--- config.mk ---
export PLATFORM = sky130hd
export DESIGN_NAME = param_fifo_flat
export DESIGN_NICKNAME = d
export VERILOG_FILES = /design/src/rtl/param_fifo_if.sv /design/src/rtl/param_fifo.sv /design/src/flat_wrapper.sv
export SDC_FILE = /design/constraint.sdc
export NUM_CORES = 1
export LEC_CHECK = 0
export CAP_MARGIN = 20
export CORE_UTILIZATION = 35
export DETAILED_ROUTE_END_ITERATION = 12
export PLACE_DENSITY = 0.49
export SKIP_CTS_REPAIR_TIMING = 1
export SLEW_MARGIN = 20
export SYNTH_ARGS = -nofsm -noshare
export SYNTH_HDL_FRONTEND = slang
export SYNTH_SLANG_ARGS = --single-unit
--- constraint.sdc ---
create_clock -name CLK -period 2.95 [get_ports CLK]
set_input_delay 0.59 -clock CLK [delete_from_list [all_inputs] [get_ports CLK]]
set_output_delay 0.59 -clock CLK [all_outputs]
set_load 0.02 [all_outputs]
--- src/rtl/param_fifo_if.sv ---
// -----------------------------------------------------------------------------
// param_fifo_if -- bundle of the FIFO access and status signals.
//
// Signals (names follow the existing FIFO pinout):
//   WR_EN, RD_EN, CLR_ERR, DIN      : requests driven by the FIFO user
//   DOUT                            : read data
//   FULL, EMPTY                     : occupancy extremes
//   ALMOST_FULL, ALMOST_EMPTY       : threshold flags
//   COUNT                           : current occupancy
//   OVERFLOW, UNDERFLOW             : sticky error flags
// Modports:
//   master : the FIFO user (drives requests, observes status)
//   slave  : the FIFO itself
// -----------------------------------------------------------------------------
interface param_fifo_if #(
    parameter int DATA_WIDTH = 8,
    parameter int FIFO_DEPTH = 16
);
    localparam int CW = $clog2(FIFO_DEPTH) + 1;

    logic                  WR_EN;
    logic                  RD_EN;
    logic                  CLR_ERR;
    logic [DATA_WIDTH-1:0] DIN;
    logic [DATA_WIDTH-1:0] DOUT;
    logic                  FULL;
    logic                  EMPTY;
    logic                  ALMOST_FULL;
    logic                  ALMOST_EMPTY;
    logic [CW-1:0]         COUNT;
    logic                  OVERFLOW;
    logic                  UNDERFLOW;

    modport master (
        output WR_EN, RD_EN, CLR_ERR, DIN,
        input  DOUT, FULL, EMPTY, ALMOST_FULL, ALMOST_EMPTY, COUNT,
               OVERFLOW, UNDERFLOW
    );

    modport slave (
        input  WR_EN, RD_EN, CLR_ERR, DIN,
        output DOUT, FULL, EMPTY, ALMOST_FULL, ALMOST_EMPTY, COUNT,
               OVERFLOW, UNDERFLOW
    );
endinterface

--- src/rtl/param_fifo.sv ---
// -----------------------------------------------------------------------------
// param_fifo -- parameterised synchronous FIFO with occupancy count,
// almost-full/almost-empty thresholds, sticky overflow/underflow flags and a
// selectable read mode (registered read or first-word-fall-through).
//
// Ports:
//   CLK   : clock, all state changes on the rising edge
//   RST_N : asynchronous active-low reset (contents are discarded)
//   bus   : param_fifo_if slave modport carrying requests, data and status
//
// Parameters:
//   DATA_WIDTH : word width
//   FIFO_DEPTH : entry count, power of two >= 2
//   AF_THRESH  : ALMOST_FULL asserted when COUNT >= AF_THRESH
//   AE_THRESH  : ALMOST_EMPTY asserted when COUNT <= AE_THRESH
//   FWFT       : 0 = DOUT loads on an accepted read, 1 = head shown directly
// -----------------------------------------------------------------------------
module param_fifo #(
    parameter int DATA_WIDTH = 8,
    parameter int FIFO_DEPTH = 16,
    parameter int AF_THRESH  = FIFO_DEPTH - 2,
    parameter int AE_THRESH  = 2,
    parameter int FWFT       = 0
) (
    input  logic          CLK,
    input  logic          RST_N,
    param_fifo_if.slave   bus
);
    localparam int AW = $clog2(FIFO_DEPTH);
    localparam int CW = AW + 1;

    logic [DATA_WIDTH-1:0] mem_q [FIFO_DEPTH];

    logic [AW-1:0] wr_ptr_q, wr_ptr_d;
    logic [AW-1:0] rd_ptr_q, rd_ptr_d;
    logic [CW-1:0] count_q,  count_d;
    logic          overflow_q,  overflow_d;
    logic          underflow_q, underflow_d;

    logic full_s;
    logic empty_s;
    logic wr_ok_s;
    logic rd_ok_s;

    // Status decodes straight from the registered count so they track COUNT
    // in the same cycle it changes.
    assign full_s  = (count_q == CW'(FIFO_DEPTH));
    assign empty_s = (count_q == {CW{1'b0}});

    // Acceptance is judged on pre-edge state; each side is independent, so a
    // full FIFO still reads and an empty FIFO still writes.
    assign wr_ok_s = bus.WR_EN && !full_s;
    assign rd_ok_s = bus.RD_EN && !empty_s;

    // Next-state for pointers, occupancy and sticky error flags.
    always_comb begin
        wr_ptr_d    = wr_ptr_q;
        rd_ptr_d    = rd_ptr_q;
        count_d     = count_q;
        overflow_d  = overflow_q;
        underflow_d = underflow_q;

        // Power-of-two depth makes natural pointer wrap the modulo.
        if (wr_ok_s) begin
            wr_ptr_d = wr_ptr_q + AW'(1);
        end else begin
            wr_ptr_d = wr_ptr_q;
        end

        if (rd_ok_s) begin
            rd_ptr_d = rd_ptr_q + AW'(1);
        end else begin
            rd_ptr_d = rd_ptr_q;
        end

        case ({wr_ok_s, rd_ok_s})
            2'b10:   count_d = count_q + CW'(1);
            2'b01:   count_d = count_q - CW'(1);
            default: count_d = count_q;
        endcase

        // A fresh error in the clearing cycle takes priority over the clear.
        if (bus.WR_EN && full_s) begin
            overflow_d = 1'b1;
        end else if (bus.CLR_ERR) begin
            overflow_d = 1'b0;
        end else begin
            overflow_d = overflow_q;
        end

        if (bus.RD_EN && empty_s) begin
            underflow_d = 1'b1;
        end else if (bus.CLR_ERR) begin
            underflow_d = 1'b0;
        end else begin
            underflow_d = underflow_q;
        end
    end

    // Control state registers with asynchronous reset.
    always_ff @(posedge CLK or negedge RST_N) begin
        if (!RST_N) begin
            wr_ptr_q    <= {AW{1'b0}};
            rd_ptr_q    <= {AW{1'b0}};
            count_q     <= {CW{1'b0}};
            overflow_q  <= 1'b0;
            underflow_q <= 1'b0;
        end else begin
            wr_ptr_q    <= wr_ptr_d;
            rd_ptr_q    <= rd_ptr_d;
            count_q     <= count_d;
            overflow_q  <= overflow_d;
            underflow_q <= underflow_d;
        end
    end

    // Storage array; left unreset because reset empties the FIFO logically.
    always_ff @(posedge CLK) begin
        if (wr_ok_s) begin
            mem_q[wr_ptr_q] <= bus.DIN;
        end
    end

    generate
        if (FWFT == 0) begin : g_registered_read
            logic [DATA_WIDTH-1:0] dout_q, dout_d;

            // Output register loads the head only on an accepted read.
            always_comb begin
                if (rd_ok_s) begin
                    dout_d = mem_q[rd_ptr_q];
                end else begin
                    dout_d = dout_q;
                end
            end

            // Output data register with asynchronous reset.
            always_ff @(posedge CLK or negedge RST_N) begin
                if (!RST_N) begin
                    dout_q <= {DATA_WIDTH{1'b0}};
                end else begin
                    dout_q <= dout_d;
                end
            end

            assign bus.DOUT = dout_q;
        end else begin : g_fwft_read
            logic [DATA_WIDTH-1:0] dout_s;

            // Head entry falls through; forced to zero while empty.
            always_comb begin
                if (empty_s) begin
                    dout_s = {DATA_WIDTH{1'b0}};
                end else begin
                    dout_s = mem_q[rd_ptr_q];
                end
            end

            assign bus.DOUT = dout_s;
        end
    endgenerate

    assign bus.FULL         = full_s;
    assign bus.EMPTY        = empty_s;
    assign bus.ALMOST_FULL  = (count_q >= CW'(AF_THRESH));
    assign bus.ALMOST_EMPTY = (count_q <= CW'(AE_THRESH));
    assign bus.COUNT        = count_q;
    assign bus.OVERFLOW     = overflow_q;
    assign bus.UNDERFLOW    = underflow_q;

endmodule

--- src/flat_wrapper.sv ---
// flat-port wrapper written by rule: the top's interface ports become plain ports
module param_fifo_flat 
#(
    parameter int DATA_WIDTH = 8,
    parameter int FIFO_DEPTH = 16,
    parameter int AF_THRESH  = FIFO_DEPTH - 2,
    parameter int AE_THRESH  = 2,
    parameter int FWFT       = 0
)
  (CLK, RST_N, bus_WR_EN, bus_RD_EN, bus_CLR_ERR, bus_DIN, bus_DOUT, bus_FULL, bus_EMPTY, bus_ALMOST_FULL, bus_ALMOST_EMPTY, bus_COUNT, bus_OVERFLOW, bus_UNDERFLOW);
  param_fifo_if #(.DATA_WIDTH(DATA_WIDTH), .FIFO_DEPTH(FIFO_DEPTH)) bus_i ();
  input  logic CLK;
  input  logic RST_N;
  input wire logic [$bits(bus_i.WR_EN)-1:0] bus_WR_EN;
  input wire logic [$bits(bus_i.RD_EN)-1:0] bus_RD_EN;
  input wire logic [$bits(bus_i.CLR_ERR)-1:0] bus_CLR_ERR;
  input wire logic [$bits(bus_i.DIN)-1:0] bus_DIN;
  output wire logic [$bits(bus_i.DOUT)-1:0] bus_DOUT;
  output wire logic [$bits(bus_i.FULL)-1:0] bus_FULL;
  output wire logic [$bits(bus_i.EMPTY)-1:0] bus_EMPTY;
  output wire logic [$bits(bus_i.ALMOST_FULL)-1:0] bus_ALMOST_FULL;
  output wire logic [$bits(bus_i.ALMOST_EMPTY)-1:0] bus_ALMOST_EMPTY;
  output wire logic [$bits(bus_i.COUNT)-1:0] bus_COUNT;
  output wire logic [$bits(bus_i.OVERFLOW)-1:0] bus_OVERFLOW;
  output wire logic [$bits(bus_i.UNDERFLOW)-1:0] bus_UNDERFLOW;
  assign bus_i.WR_EN = bus_WR_EN;
  assign bus_i.RD_EN = bus_RD_EN;
  assign bus_i.CLR_ERR = bus_CLR_ERR;
  assign bus_i.DIN = bus_DIN;
  assign bus_DOUT = bus_i.DOUT;
  assign bus_FULL = bus_i.FULL;
  assign bus_EMPTY = bus_i.EMPTY;
  assign bus_ALMOST_FULL = bus_i.ALMOST_FULL;
  assign bus_ALMOST_EMPTY = bus_i.ALMOST_EMPTY;
  assign bus_COUNT = bus_i.COUNT;
  assign bus_OVERFLOW = bus_i.OVERFLOW;
  assign bus_UNDERFLOW = bus_i.UNDERFLOW;
  param_fifo #(.DATA_WIDTH(DATA_WIDTH), .FIFO_DEPTH(FIFO_DEPTH), .AF_THRESH(AF_THRESH), .AE_THRESH(AE_THRESH), .FWFT(FWFT)) u_core (.CLK(CLK), .RST_N(RST_N), .bus(bus_i));
endmodule
# Word-level counts from Yosys, hierarchy flattened
# Memory sizes are Yosys's and may differ from the RTL's. A register that Yosys moved wholly into a read port is not among the register bits.
# Cells that the tools add are included.
classes:
  mux: 6
  n_bitwise: 0
  n_shift: 0
  div_mod_pow: 0
  eq_ne: 3
  magnitude_cmp: 2
  mul: 0
  n_reduce_logical: 11
  addsub: 4
op_table:
  columns: ["cell", "n"]
  rows:
  - ["$pmux 5 s2", 1]
  - ["$add 4x1->4 const B", 2]
  - ["$reduce_bool 2->1", 3]
  - ["$add 5x1->5 const B", 1]
  - ["$eq 5x5->1 const B", 1]
  - ["$ge 5x4->1 const B", 1]
  - ["$le 5x2->1 const B", 1]
  - ["$logic_not 5->1", 1]
  - ["$mux 1", 5]
  - ["$sub 5x1->5 const B", 1]
  - ["$logic_and 1x1->1", 4]
  - ["$logic_not 1->1", 3]
  - ["$eq 2x1->1 const B", 1]
  - ["$eq 2x2->1 const B", 1]
totals:
  output_inout_bits: 19
  latch_bits: 0
  ramBits: 128
  word_cells: 32
  reg_bits: 15
  rom_bits: 0
  inputBits: 13
  mem_count: 1
memory_table:
  columns: ["name", "depth", "word_bits", "read_ports", "rd_ports_with_merged_regs", "wr", "line_no", "text"]
  rows:
  - ["u_core.mem_q", 16, 8, 1, 1, 1, "param_fifo.sv:32", "logic [DATA_WIDTH-1:0] mem_q [FIFO_DEPTH];"]

# Logic depth before layout (Yosys ltp)
logic_depth:
  word_depth: 5
  ltp_mapped: 12
  depth_no_buf: 10

# Worst setup path before layout
# No wires, ideal clock.
synth_path:
  kind: "flip-flop to flip-flop"
  start: "register u_core.count_q[3] (netlist: u_core.bus.COUNT[3])"
  end: "register u_core.count_q[4] (netlist: u_core.bus.COUNT[4])"
  n_path_buf: 1
  period_less_slack_ns: 2.688
  arrival_ns: 2.552
  setup_ns: 0.136
  required_ns: 2.814
  setup_slack_ns: 0.262
  path_stages_with_launch: 12
  cell_sequence: "dfrtp_1 > or3_4 > o31ai_4 > inv_2 > ha_1 > clkbuf_1 > xor2_1 > ha_1 > o211a_1 > o31ai_1 > a31oi_1 > xor2_1"
synth_via:
  elab_chain_cells: 5
  word_cells_on_any_way: 12
  cone_classes: "add/sub (2); eq/ne (3); mux (1); reduce/logical (6)"
synth_rtl:
  columns: ["element", "line_no", "text"]
  rows:
  - ["from (decl)", "param_fifo.sv:36", "logic [CW-1:0] count_q, count_d;"]
  - ["from (signal assigned)", "param_fifo.sv:105", "count_q <= {CW{1'b0}};"]
  - ["from (signal assigned)", "param_fifo.sv:111", "count_q <= count_d;"]
  - ["$logic_not 5->1 (*)", "param_fifo.sv:48", "assign empty_s = (count_q == {CW{1'b0}});"]
  - ["$logic_not 1->1 (*)", "param_fifo.sv:53", "assign rd_ok_s = bus.RD_EN && !empty_s;"]
  - ["$logic_and 1x1->1 (*)", "param_fifo.sv:53", null]
  - ["net u_core.rd_ok_s", "param_fifo.sv:43", "logic rd_ok_s;"]
  - ["$eq 2x1->1 / $eq 2x2->1 (equally long branches)", "param_fifo.sv:76", "case ({wr_ok_s, rd_ok_s})"]
  - ["$pmux 5 s2 / $reduce_bool 2->1 (equally long branches)", null, null]
# The timed path passes the listed nets; every way through them passes the cells marked *.
# A chain may end at the register's enable or synchronous reset.

# Worst setup path after layout
layout_path:
  start: "register u_core.count_q[3] (netlist: u_core.bus.COUNT[3])"
  end: "output port bus_EMPTY"
layout_via:
  elab_chain_cells: 1
layout_rtl:
  columns: ["element", "line_no", "text"]
  rows:
  - ["$logic_not 5->1", "param_fifo.sv:48", null]
  - ["to (decl)", "flat_wrapper.sv:20", "output wire logic [$bits(bus_i.EMPTY)-1:0] bus_EMPTY;"]
# Every way passes these cells.

==> impl_metrics.json <==
{
  "die-width_um": 135,
  "ios": 32,
  "final-hold-violation-count": 0,
  "report.final.slew_viol_count": 0,
  "dp_cells": 591,
  "combined_area_of_all_synthesized_cells_um2": 6200,
  "number_of_port_buffers": 31,
  "run_status": "finished, final reports clean",
  "synth-edff-count": 128,
  "drt_iter0_markers": 145,
  "final.period_utilization_pct": 92.4,
  "met3_usage_pct": 3.79,
  "synthDistinctLibCells": 41,
  "tritoncts_clock_tree": "done",
  "fmax_mhz": 367,
  "grt_util_all_layers_pct": 14.9,
  "timing.setup.critical_path_class": "register to primary output",
  "met1_track_utilization_from_global_routing_pct": 19.7,
  "synth.net_count": 350,
  "ys_async_sr_fraction_pct": 15.2,
  "leakagePower_uw": 0.00262,
  "worst_setup_path_end_kind": "primary output",
  "design_area_um2": 7450,
  "layout.cells.non_filler": 622,
  "floorplan.die.height_um": 135,
  "timing.hold.ws_ps": 508,
  "power-per-cell-area_nw_per_um2": 950,
  "worst_path_cell_chain": "or3_4 > nor3_1 > clkdlybuf4s50_1",
  "floorplan.initialDensity_pct": 35.8,
  "share_seq_of_total_power_pct": 40.9,
  "first_global_vias": 3154,
  "placementRows": 48,
  "synth_flop_cell": "sky130_fd_sc_hd__edfxtp_1",
  "num-nets-final": 407,
  "switching_power_uw": 2100,
  "netSwitchingFraction_pct": 29.7,
  "synth_warnings": 0,
  "drv.max_cap_violation_count": 0,
  "antenna_cells": 0,
  "layout_cell_share_with_drive_strength_beyond_1_pct": 18.4,
  "cts.sinks": 151,
  "grt_ovf": 0,
  "ys_ff_latch": 151,
  "min-delay-path-class": "register to register",
  "cp_slowest_stage_delay_ps": 650,
  "clkPwrFrac_pct": 29.6,
  "post-route-drc-count": 0,
  "grt_antenna_before_repair": 0,
  "clock_pin_slew_of_the_registers_on_the_worst_case_setup_and_hold_paths_ps": 60,
  "place.detailed.hpwl_mm": 7.56,
  "irDropWorstVdd_v": 0.000477,
  "core_area_um2": 17300,
  "clock_insertion_delay_worst_skew_ps": 410,
  "multi_input_comb_area_um2": 1620,
  "synth-seq-area-share_pct": 71.3,
  "vias_per_cell": 4.86,
  "slew_headroom_pct": 61.4,
  "worst-endpoint-required_ps": 2360,
  "critPathArrivalTime_ps": 2140,
  "clock-skew-final_ps": 4.79,
  "worst_pin_slew_ps": 577,
  "place.gp.congestion": 0.726,
  "cp_num_buf_inv": 1,
  "seqCellArea_um2": 4420,
  "grt_max_degree": 34,
  "avgRoutedWirePerCell_um": 19.6,
  "finalSetupViolations": 0,
  "drt_wl_total_mm": 12.2,
  "cts.path.max_buffers": 2,
  "final_common_cell": "sky130_fd_sc_hd__edfxtp_1",
  "die_area_um2": 18200,
  "areaGrowthSynthToFinish_pct": 20.1,
  "tritoncts.num_buffers": 17,
  "post_synth.cell_area_avg_um2": 18.9,
  "setup-tns-final_ps": 0,
  "cts_htree_levels": 4,
  "power.internal_uw": 4970,
  "netlist_instances": 328,
  "worst_path_max_delay_cell": "sky130_fd_sc_hd__clkdlybuf4s50_1",
  "comb_power_share_pct": 29.5,
  "grt.met2_usage_pct": 23.8,
  "placement.cell_area_um2": 6880,
  "critical_path_peak_fanout": 7,
  "fillCellCount": 1536,
  "worstSetupStartpointType": "register",
  "grt_first_pass_wirelength_mm": 19.1,
  "dr_total_vias": 3026,
  "rsz0062_at_grt": "false",
  "drt_first_pass_iters": 4,
  "most-common-layout-cells": "128 x sky130_fd_sc_hd__edfxtp_1, 31 x sky130_fd_sc_hd__clkdlybuf4s50_1, 25 x sky130_fd_sc_hd__buf_4",
  "grt_most_used_layer": "met2",
  "post-route-min-period_ps": 2730,
  "antenna_violating_nets_post_route": 0,
  "path_delay_family": "buffers and inverters",
  "clockRootBuffer": "sky130_fd_sc_hd__clkbuf_16"
}
## state kept, by name (all words and copies together) (netlist names)
register	cells
u_core.mem_q	128
u_core.bus.COUNT	5
u_core.rd_ptr_q	4
u_core.bus.DOUT	8
u_core.bus.UNDERFLOW	1
u_core.wr_ptr_q	4
u_core.bus.OVERFLOW	1
## through the flow
| step | worst slack (ps) | utilization [%] | power [µW] |
|---|---|---|---|
| after floorplan | 262 | - | 4320 |
| after global placement | 243 | 39.8 | 5050 |
| after detailed placement | 211 | 39.8 | 5060 |
| after CTS | 193 | 43.0 | 7170 |
| after global routing | 63.4 | 43.0 | 7440 |
| final | 223 | 43.0 | 7070 |
## power groups by stage
stage	Clock (µW)	Sequential [µW]	Combinational [µW]
after global routing	2230	2940	2270
after CTS	2150	2890	2130
after global placement	0	2930	2120
final	2090	2890	2090
after floorplan	0	2910	1410
after detailed placement	0	2930	2130
## cell usage after synthesis (all sizes together), types with 2 or more instances
library cell    n  area [µm²]
a21oi           3        15.0
a31oi           2        18.8
buf            14         103
clkbuf          5        18.8
dfrtp          23         576
edfxtp        128        3840
ha              9         113
inv             9        33.8
mux2i          16         160
mux4           32         792
nand2          22        85.1
nand2b          4        27.5
nand4           2        12.5
nor2           16        60.1
nor3            5        25.0
o21ai           6        30.0
o221ai          8        70.1
o31ai           2        28.8
xnor2           6        52.6
xor2            4        35.0
## worst paths after layout
| check | cells after the start | endpoint | from | slack (ps) |
|---|---|---|---|---|
| min in group asynchronous | 2 | u_core.bus.COUNT[0]$_DFFE_PN0P_ | RST_N | 540 |
| worst min register to register | 2 | u_core.bus.DOUT[4]$_DFFE_PN0P_ | u_core.bus.DOUT[4]$_DFFE_PN0P_ | 510 |
| max in group asynchronous | 2 | u_core.rd_ptr_q[2]$_DFFE_PN0P_ | RST_N | 2140 |
| worst max-delay path | 3 | bus_EMPTY | u_core.bus.COUNT[3]$_DFFE_PN0P_ | 220 |
| worst min-delay path | 2 | u_core.bus.DOUT[4]$_DFFE_PN0P_ | u_core.bus.DOUT[4]$_DFFE_PN0P_ | 510 |
| worst max register to register | 10 | u_core.bus.COUNT[4]$_DFFE_PN0P_ | u_core.bus.COUNT[3]$_DFFE_PN0P_ | 330 |
## cell families after synthesis
logic type      synth area share (%)
buf+inv                         2.50
simple gates                    4.12
mux                             15.5
flops                           71.3
xor+xnor                        1.41
fa+ha+maj                       1.82
compound gates                  3.31
## worst reg2reg max path, cell delays in order, from the launching register on
cell and delay [ps]:
sky130_fd_sc_hd__dfrtp_1 450, sky130_fd_sc_hd__or3_4 430, sky130_fd_sc_hd__o31ai_4 210, sky130_fd_sc_hd__inv_2 120, sky130_fd_sc_hd__ha_1 240, sky130_fd_sc_hd__buf_4 170, sky130_fd_sc_hd__ha_1 320, sky130_fd_sc_hd__o211a_1 130
sky130_fd_sc_hd__o31ai_1 190, sky130_fd_sc_hd__a31oi_1 80, sky130_fd_sc_hd__xor2_1 150
## cell type report
type	instances	area share, %
Tap cell	225	3.78
Clock buffer	19	5.81
Sequential cell	151	59.4
Timing Repair Buffer	57	6.96
Multi-Input combinational cell	149	21.8
Clock inverter	12	1.81
Inverter	9	0.454
## layer usage
layer	vias up	routed length, µm
met5	-	0
met4	0	138
met3	11	445
met2	64	6060
met1	1529	5560
li1	1422	-
Note: power is estimated with default switching activity, not from simulation.
